**src/rtl/turbo_clock_sequencer.sv**
```systemverilog
// Turbo clock sequencer: moves the CPU clock-mux select between the normal
// 7 MHz clock and the turbo synthesizer only while the CPU is stalled on an
// idle bus, and drops back to the normal clock if the synthesizer loses lock.
module turbo_clock_sequencer #(
    parameter int unsigned HOLD_TICKS    = 4,
    parameter int unsigned SETTLE_CYCLES = 16,
    parameter int unsigned LOCK_TIMEOUT  = 1023
) (
    input  logic clk28m_i,
    input  logic reset_i,
    input  logic clk7_en_i,
    input  logic turbo_req_i,
    input  logic cpu_as_n_i,
    input  logic turbo_locked_i,
    output logic turbo_sel_o,
    output logic cpu_hold_o,
    output logic busy_o,
    output logic turbo_fault_o
);

    typedef enum logic [2:0] {
        IDLE,
        WAIT_BUS,
        HOLD,
        SWITCH,
        SETTLE
    } state_t;

    localparam logic [7:0]  HOLD_CNT    = 8'(HOLD_TICKS);
    localparam logic [7:0]  HOLD_LAST   = 8'(HOLD_TICKS - 1);
    localparam logic [7:0]  SETTLE_LAST = 8'(SETTLE_CYCLES - 1);
    localparam logic [15:0] LOCK_LAST   = 16'(LOCK_TIMEOUT - 1);

    state_t      state_q, state_d;
    logic        reqMeta_q, reqSync_q;
    logic        lockMeta_q, lockSync_q;
    logic [7:0]  cnt_q, cnt_d;
    logic [15:0] lockCnt_q, lockCnt_d;
    logic        turboSel_q, turboSel_d;
    logic        fault_q, fault_d;
    logic        force_q, force_d;

    logic        target;
    logic        waitLock;

    function automatic logic [7:0] satInc8(input logic [7:0] v);
        return (v == 8'hFF) ? v : v + 8'd1;
    endfunction

    function automatic logic [15:0] satInc16(input logic [15:0] v);
        return (v == 16'hFFFF) ? v : v + 16'd1;
    endfunction

    // A forced fallback always heads for the normal clock; otherwise the switch
    // toggles the current select. Waiting for lock only applies to turbo.
    assign target   = !force_q && !turboSel_q;
    assign waitLock = target && !lockSync_q;

    // State register plus the two-flop synchronisers for the asynchronous inputs
    always_ff @(posedge clk28m_i or posedge reset_i) begin
        if (reset_i) begin
            state_q    <= IDLE;
            reqMeta_q  <= 1'b0;
            reqSync_q  <= 1'b0;
            lockMeta_q <= 1'b0;
            lockSync_q <= 1'b0;
            cnt_q      <= '0;
            lockCnt_q  <= '0;
            turboSel_q <= 1'b0;
            fault_q    <= 1'b0;
            force_q    <= 1'b0;
        end else begin
            state_q    <= state_d;
            reqMeta_q  <= turbo_req_i;
            reqSync_q  <= reqMeta_q;
            lockMeta_q <= turbo_locked_i;
            lockSync_q <= lockMeta_q;
            cnt_q      <= cnt_d;
            lockCnt_q  <= lockCnt_d;
            turboSel_q <= turboSel_d;
            fault_q    <= fault_d;
            force_q    <= force_d;
        end
    end

    // Next-state logic: bus-idle qualification, hold/lock timing, select flip and settle
    always_comb begin
        state_d    = state_q;
        cnt_d      = cnt_q;
        lockCnt_d  = lockCnt_q;
        turboSel_d = turboSel_q;
        fault_d    = fault_q;
        force_d    = force_q;

        case (state_q)
            IDLE: begin
                cnt_d     = '0;
                lockCnt_d = '0;
                if (turboSel_q && !lockSync_q) begin
                    fault_d = 1'b1;
                    force_d = 1'b1;
                    state_d = HOLD;
                end else begin
                    if (!reqSync_q) begin
                        fault_d = 1'b0;
                    end
                    if ((reqSync_q != turboSel_q) && !(reqSync_q && fault_q)) begin
                        state_d = WAIT_BUS;
                    end
                end
            end

            WAIT_BUS: begin
                if (turboSel_q && !lockSync_q) begin
                    fault_d = 1'b1;
                    force_d = 1'b1;
                    cnt_d   = '0;
                    state_d = HOLD;
                end else if (reqSync_q == turboSel_q) begin
                    cnt_d   = '0;
                    state_d = IDLE;
                end else if (clk7_en_i) begin
                    if (!cpu_as_n_i) begin
                        cnt_d = '0;
                    end else if (cnt_q >= 8'd1) begin
                        cnt_d   = '0;
                        state_d = HOLD;
                    end else begin
                        cnt_d = satInc8(cnt_q);
                    end
                end
            end

            HOLD: begin
                if (cnt_q < HOLD_CNT) begin
                    if (clk7_en_i) begin
                        cnt_d = satInc8(cnt_q);
                        if ((cnt_q == HOLD_LAST) && !waitLock) begin
                            state_d = SWITCH;
                        end
                    end
                end else if (!waitLock) begin
                    state_d = SWITCH;
                end else if (clk7_en_i) begin
                    if (lockCnt_q >= LOCK_LAST) begin
                        fault_d   = 1'b1;
                        force_d   = 1'b0;
                        cnt_d     = '0;
                        lockCnt_d = '0;
                        state_d   = IDLE;
                    end else begin
                        lockCnt_d = satInc16(lockCnt_q);
                    end
                end
            end

            SWITCH: begin
                turboSel_d = target;
                cnt_d      = '0;
                lockCnt_d  = '0;
                state_d    = SETTLE;
            end

            SETTLE: begin
                if (cnt_q >= SETTLE_LAST) begin
                    cnt_d   = '0;
                    force_d = 1'b0;
                    state_d = IDLE;
                end else begin
                    cnt_d = satInc8(cnt_q);
                end
            end

            default: begin
                state_d = IDLE;
            end
        endcase
    end

    // Outputs decoded purely from registered state so they never glitch
    always_comb begin
        busy_o        = (state_q != IDLE);
        cpu_hold_o    = (state_q == HOLD) || (state_q == SWITCH) || (state_q == SETTLE);
        turbo_sel_o   = turboSel_q;
        turbo_fault_o = fault_q;
    end

endmodule

```
**config.mk**
```make
export PLATFORM = sky130hd
export DESIGN_NAME = turbo_clock_sequencer
export DESIGN_NICKNAME = d
export VERILOG_FILES = /design/src/rtl/turbo_clock_sequencer.sv
export SDC_FILE = /design/constraint.sdc
export NUM_CORES = 1
export LEC_CHECK = 0
export ABC_AREA = 0
export CELL_PAD_IN_SITES_DETAIL_PLACEMENT = 0
export CELL_PAD_IN_SITES_GLOBAL_PLACEMENT = 1
export CORE_UTILIZATION = 49
export DETAILED_ROUTE_END_ITERATION = 6
export GPL_TIMING_DRIVEN = 0
export PLACE_DENSITY = 0.94
export REMOVE_ABC_BUFFERS = 1
export SYNTH_ARGS = -nofsm -noshare
export SYNTH_HDL_FRONTEND = slang
export SYNTH_SLANG_ARGS = --single-unit
export TNS_END_PERCENT = 100
```
**constraint.sdc**
```tcl
create_clock -name clk28m_i -period 6.9 [get_ports clk28m_i]
set_input_delay 1.035 -clock clk28m_i [delete_from_list [all_inputs] [get_ports clk28m_i]]
set_output_delay 1.035 -clock clk28m_i [all_outputs]
set_load 0.005 [all_outputs]
```
* After elaboration in Yosys (flattened, before gate mapping)
Index checks and enable logic that the tools add are counted.
** Operators by class
- Order comparisons :: 4
- $add $sub $neg :: 2
- Muxes and demuxes :: 48
- Reductions and logical operators :: 26
- Equal/unequal tests :: 28
** Operator list (count)
- 8-bit 2-to-1 mux :: 12
- 16-bit 2-to-1 mux :: 5
- 3-bit 2-to-1 mux :: 14
- 16-bit case mux with 2 select lines :: 1
- 8-bit case mux with 4 select lines :: 1
- 3-bit != test, second input constant :: 8
- 16-bit by 1-bit adder with 16-bit output, second input constant :: 1
- 16-bit equality test, second input constant :: 1
- 16-bit by 10-bit greater-or-equal comparator with 1-bit output, second input constant :: 1
- 4-bit != test, second input constant :: 4
- 3-bit case mux with 5 select lines :: 1
- 7-bit AND reduction :: 2
- 1-bit 2-to-1 mux :: 12
- 2-bit != test, second input constant :: 6
- 9-bit AND reduction :: 1
- 3-bit nonzero test :: 3
- 8-bit by 1-bit adder with 8-bit output, second input constant :: 1
- 8-bit by 2-bit equality test with 1-bit output, second input constant :: 1
- 8-bit equality test, second input constant :: 1
- 8-bit by 1-bit greater-or-equal comparator with 1-bit output, second input constant :: 1
- 8-bit by 4-bit greater-or-equal comparator with 1-bit output, second input constant :: 1
- 8-bit by 3-bit < comparator with 1-bit output, second input constant :: 1
- 3-bit by 2-bit equality test with 1-bit output, second input constant :: 2
- 1-bit logical AND :: 6
- other kinds (14) :: 21
** Storage, ports and cells
- Flip-flop bits (word level) :: 34
- Word-level logic and storage cells :: 118

* Longest topological paths before layout
- Word-level depth :: 9
- Mapped depth :: 9

* Worst setup path before layout
No wires, ideal clock.
- Path kind :: input to register
- Start point :: input clk7_en_i
- End point :: register cnt_q[0]
- Setup time :: 125 ps
- Setup slack :: 4491 ps
- Arrival time :: 2284 ps
- Cell stages on the path :: 6
- Path through :: or4_1 > o41a_2 > o221a_4 > buf_6 > nor2b_4 > mux2_4
** Between the ends
- Word-level cells in the longest chain between the ends :: 2
** Ends and longest elaborated chain
- from (decl) :: RTL line 11 : input logic clk7_en_i,
- 4-bit != test (no line) or 3-bit != test (tied branches)
- 6-bit AND reduction (no line) *
- to (signal assigned) :: RTL line 78 : cnt_q <= cnt_d;
- to (decl) :: RTL line 37 : logic [7:0] cnt_q, cnt_d;
Mark *: on every way between the ends. The rest lies on a longest branch, timed or not.
A chain may end at the register's enable or synchronous reset.

* Worst setup path in the final report
- Start point :: input clk7_en_i
- End point :: register lockCnt_q[2]
** Between the ends
- Word-level cells in the longest chain between the ends :: 2
** Ends and longest elaborated chain
- 2-bit != test (no line)
- 5-bit AND reduction (no line)
- to (signal assigned) :: RTL line 79 : lockCnt_q <= lockCnt_d;
- to (decl) :: RTL line 38 : logic [15:0] lockCnt_q, lockCnt_d;
No other way between the ends.

==> summary by stage <==
Finish
The area occupied by registers is 851 um^2. The commonest non-fill, non-tap cell in the layout is dfrtp_1. The area added between synthesis and finish is 9.50%. In the final design database the tool counted 241 nets. In the layout the commonest cells are 34 x dfrtp_1, 28 x nor2_1, 18 x a21oi_1. Counting the fill cells in the layout gives 347.

In the final layout, the multi-input gates occupy approximately 1000 um^2. In the final layout, the share of cells above drive strength 1 is 0.0649. 0 antenna diodes ended up in the layout. The finished cells cover around 2200 um^2. The finished layout holds roughly 280 standard cells, fillers aside.

Run status
The flow ran to the end, and the final reports show no timing, DRC or antenna violations.

Logic synthesis
The count of warnings emitted by yosys is 0. A synthesized cell averages 8.82 um^2. The proportion of synthesized chip area in sequential cells is 0.431. The most used flip-flop cell after synthesis is dfrtp_1.

The synthesis-stage register bit count is 34. The synthesized instance count is roughly 220. The number of unique standard cell types used by synthesis is 45. The number of synthesized flops with an enable pin is 0.

After synthesis, the share of flip-flops with an asynchronous set or reset is 1.00. The combined area of all synthesized cells is 1980 um^2.

STA
In this run the tightest slew margin relative to its limit is 0.360. Setup violations remaining at the end of the flow were counted as 0. In the finished design, the share of the clock period the worst path needs comes to 0.439. At the pin with the least slew margin, the transition time is 956 ps. In the final timing run, aggregate negative setup slack is 0 ps. The achievable frequency is between 300 and 400 MHz. The setup slack of the critical path after layout is 3870 ps. The number of pins exceeding their max-slew limit in the final report is 0.

The worst path needs about 3000 ps of the cycle, external delays included. The count of final hold-check violations is 0. Setup repair after global routing left no endpoint under its margin. The tightest hold margin is ~350 ps. The worst clock skew on the final layout is 11.0 ps.

Worst hold path
For hold timing, the worst endpoint is lockSync_q$_DFF_PP0_. The worst hold path passes through 0 cells. The min-delay analysis places its worst path in the category reg -> reg. In this run the most critical hold path is launched from lockMeta_q$_DFF_PP0_.

Critical path
The worst setup path is launched from an input pin. The worst reg2reg path depth is 6. In this design, the critical path's most frequently occurring cell is inv_1. The data required time at the worst endpoint is 7060 ps. The beginning of the worst register-to-register path is cnt_q[7]$_DFFE_PP0P_. Walking the worst path, the cells encountered are clkdlybuf4s50_1, inv_1, a211oi_1, o211ai_1, inv_1, nand3_1, o21ai_0. On the worst path, the slowest cell contributes a delay of ~800 ps. The worst setup path is captured at a flip-flop. STA puts the critical path data arrival time at approximately 3200 ps. The capture instance of the worst register-to-register path is lockCnt_q[2]$_DFFE_PP0P_. In this run the register-to-register setup slack is between 4000 and 5000 ps.

For this design, the slowest cell found on the critical path is o211ai_1. In this run the worst path has a maximum fanout of 14. The critical path class is in -> reg.

Floorplan
The die area is 4290 um^2. The die is between 60 and 70 um tall. For this configuration, the core starts out at a cell density of 0.524.

The number of placed I/O pins is 10. After floorplanning, the core was sized to cover between 3000 and 4000 um^2. The die is between 60 and 70 um wide.

The floorplan row count is 22.

Run
Max-cap violations in this run came to 0.

Power
For this design the ratio of total power to cell area is roughly 360 nW/um^2. The leakage power is 0.931 nW. The maximum VDD drop is about 0.15 mV.

Clocking
TritonCTS built the clock tree. The number of hold buffers added after CTS was 0. Clock latency on the worst-skew pair, taken at its later pin, is 290 ps. The number of buffers created by CTS is 5. Post-CTS repair changed the size of 0 cells. The cell at the root of the clock tree is clkbuf_8. The number of buffers inserted to repair setup after CTS is 0. Clock-pin slew was measured on the worst setup and hold paths at around 70 ps. CTS built an H-tree with a depth of 2.

The worst-case clock buffer depth is 2. The clock net in this run drives a total of 34 sinks.

Placed design
The final weighted congestion of routability-driven global placement is around 0.76. At the placement stage, the worst setup path has a slack of between 3000 and 4000 ps. Input and output buffers added on the ports amount to 9. Counting tap cells, the placed design contains a total of between 200 and 300 instances. Detailed placement ended at an HPWL of approximately 2700 um. In this run the cell area measured after placement is slightly above 2000 um^2.

Drt
The first-pass iteration count of the detailed router is 4. The number of DRC violations after detailed-routing iteration 0 is between 100 and 150. In this run the remaining antenna-violating nets after routing total 0. In the routed layout, each cell is associated on average with a via count of between 5 and 6. Across all layers, the routed design uses ~1,600 vias. After detailed routing, the total wire length is between 3000 and 4000 um.

The post-detailed-route DRC marker count is 0. The routed length per instance is between 10 and 15 um.

GRT
The maximum number of pins on one net before global-route repair is 35. For this run, the total global-route usage over all layers was measured as 0.212. After global routing the overflow that remains totals 0.

The number of global-route vias before repair is between 1,500 and 2,000. The number of antenna violations at the first check in global routing is 0. The first global-routing pass estimated 6910 um of wire.
## synthesized netlist by cell type, drive strengths merged (2+ instances only)
library cell | n | share of area
nand2b | 5 | 0.016
and2 | 3 | 0.0095
nor3 | 8 | 0.020
nor4 | 2 | 0.0063
o21bai | 2 | 0.0076
buf | 4 | 0.016
o21ai | 15 | 0.038
nor2b | 8 | 0.029
ha | 5 | 0.032
and3 | 3 | 0.0095
nor2 | 28 | 0.053
or4 | 3 | 0.011
a41oi | 3 | 0.013
a21oi | 18 | 0.046
o31ai | 7 | 0.027
or3 | 2 | 0.0063
and4 | 3 | 0.013
nand3 | 11 | 0.028
nand4 | 6 | 0.019
a31oi | 3 | 0.0095
a2111o | 2 | 0.011
a211oi | 2 | 0.0076
inv | 11 | 0.021
clkbuf | 6 | 0.011
mux2 | 2 | 0.013
nand2 | 14 | 0.027
a22o | 2 | 0.0095
dfrtp | 34 | 0.43
## cell type report
class | count | area share
clock inverters | 1 | 0.00231
flip-flops and latches | 34 | 0.393
multi-input cells | 169 | 0.476
clock buffers | 7 | 0.0399
inverters | 11 | 0.0191
well taps | 48 | 0.0278
repair buffers | 9 | 0.0416
## worst max path at each step
stage	from	end
floorplan	clk7_en_i	cnt_q[0]$_DFFE_PP0P_
global placement	clk7_en_i	lockCnt_q[2]$_DFFE_PP0P_
detailed placement	clk7_en_i	lockCnt_q[3]$_DFFE_PP0P_
CTS	clk7_en_i	lockCnt_q[2]$_DFFE_PP0P_
global route	clk7_en_i	lockCnt_q[2]$_DFFE_PP0P_
finish	clk7_en_i	lockCnt_q[2]$_DFFE_PP0P_
## registers in the layout, summed over array words and instances, names as in the netlist
signal,flops
lockSync_q,1
turbo_sel_o,1
cnt_q,8
lockMeta_q,1
turbo_fault_o,1
lockCnt_q,16
reqMeta_q,1
force_q,1
reqSync_q,1
state_q,3
## cell families after synthesis
kind of cell / synth area share
flops: 0.431
mux: 0.0133
buf+inv: 0.0481
simple gates: 0.260
fa+ha+maj: 0.0317
compound gates: 0.217
## stage by stage
stage / power (mW) / utilization
floorplan: 0.534 / -
global placement: 0.633 / 0.549
detailed placement: 0.635 / 0.549
CTS: 0.791 / 0.574
global route: 0.848 / 0.574
finish: 0.784 / 0.574
## worst max-delay path: cells and delay by family
kind                   cells  cell delay, ps
AO/OA/AOI/OAI              3             990
buffers and inverters      3             840
AND/OR/NAND/NOR            1             320
## routing by layer
layer,vias up,GRT usage,share of wire
li1,834,-,-
met1,774,0.268,0.46
met2,32,0.344,0.48
met3,8,0.0538,0.043
met4,0,0.0815,0.017
met5,-,0,0
## where the power goes
group          switching [mW]  total (mW)  internal (mW)  leakage (nW)
logic                   0.192       0.339          0.146         0.431
clock network          0.0727       0.153         0.0805        0.0482
registers              0.0611       0.292          0.231         0.452
Power figures use the tool's default switching activity.
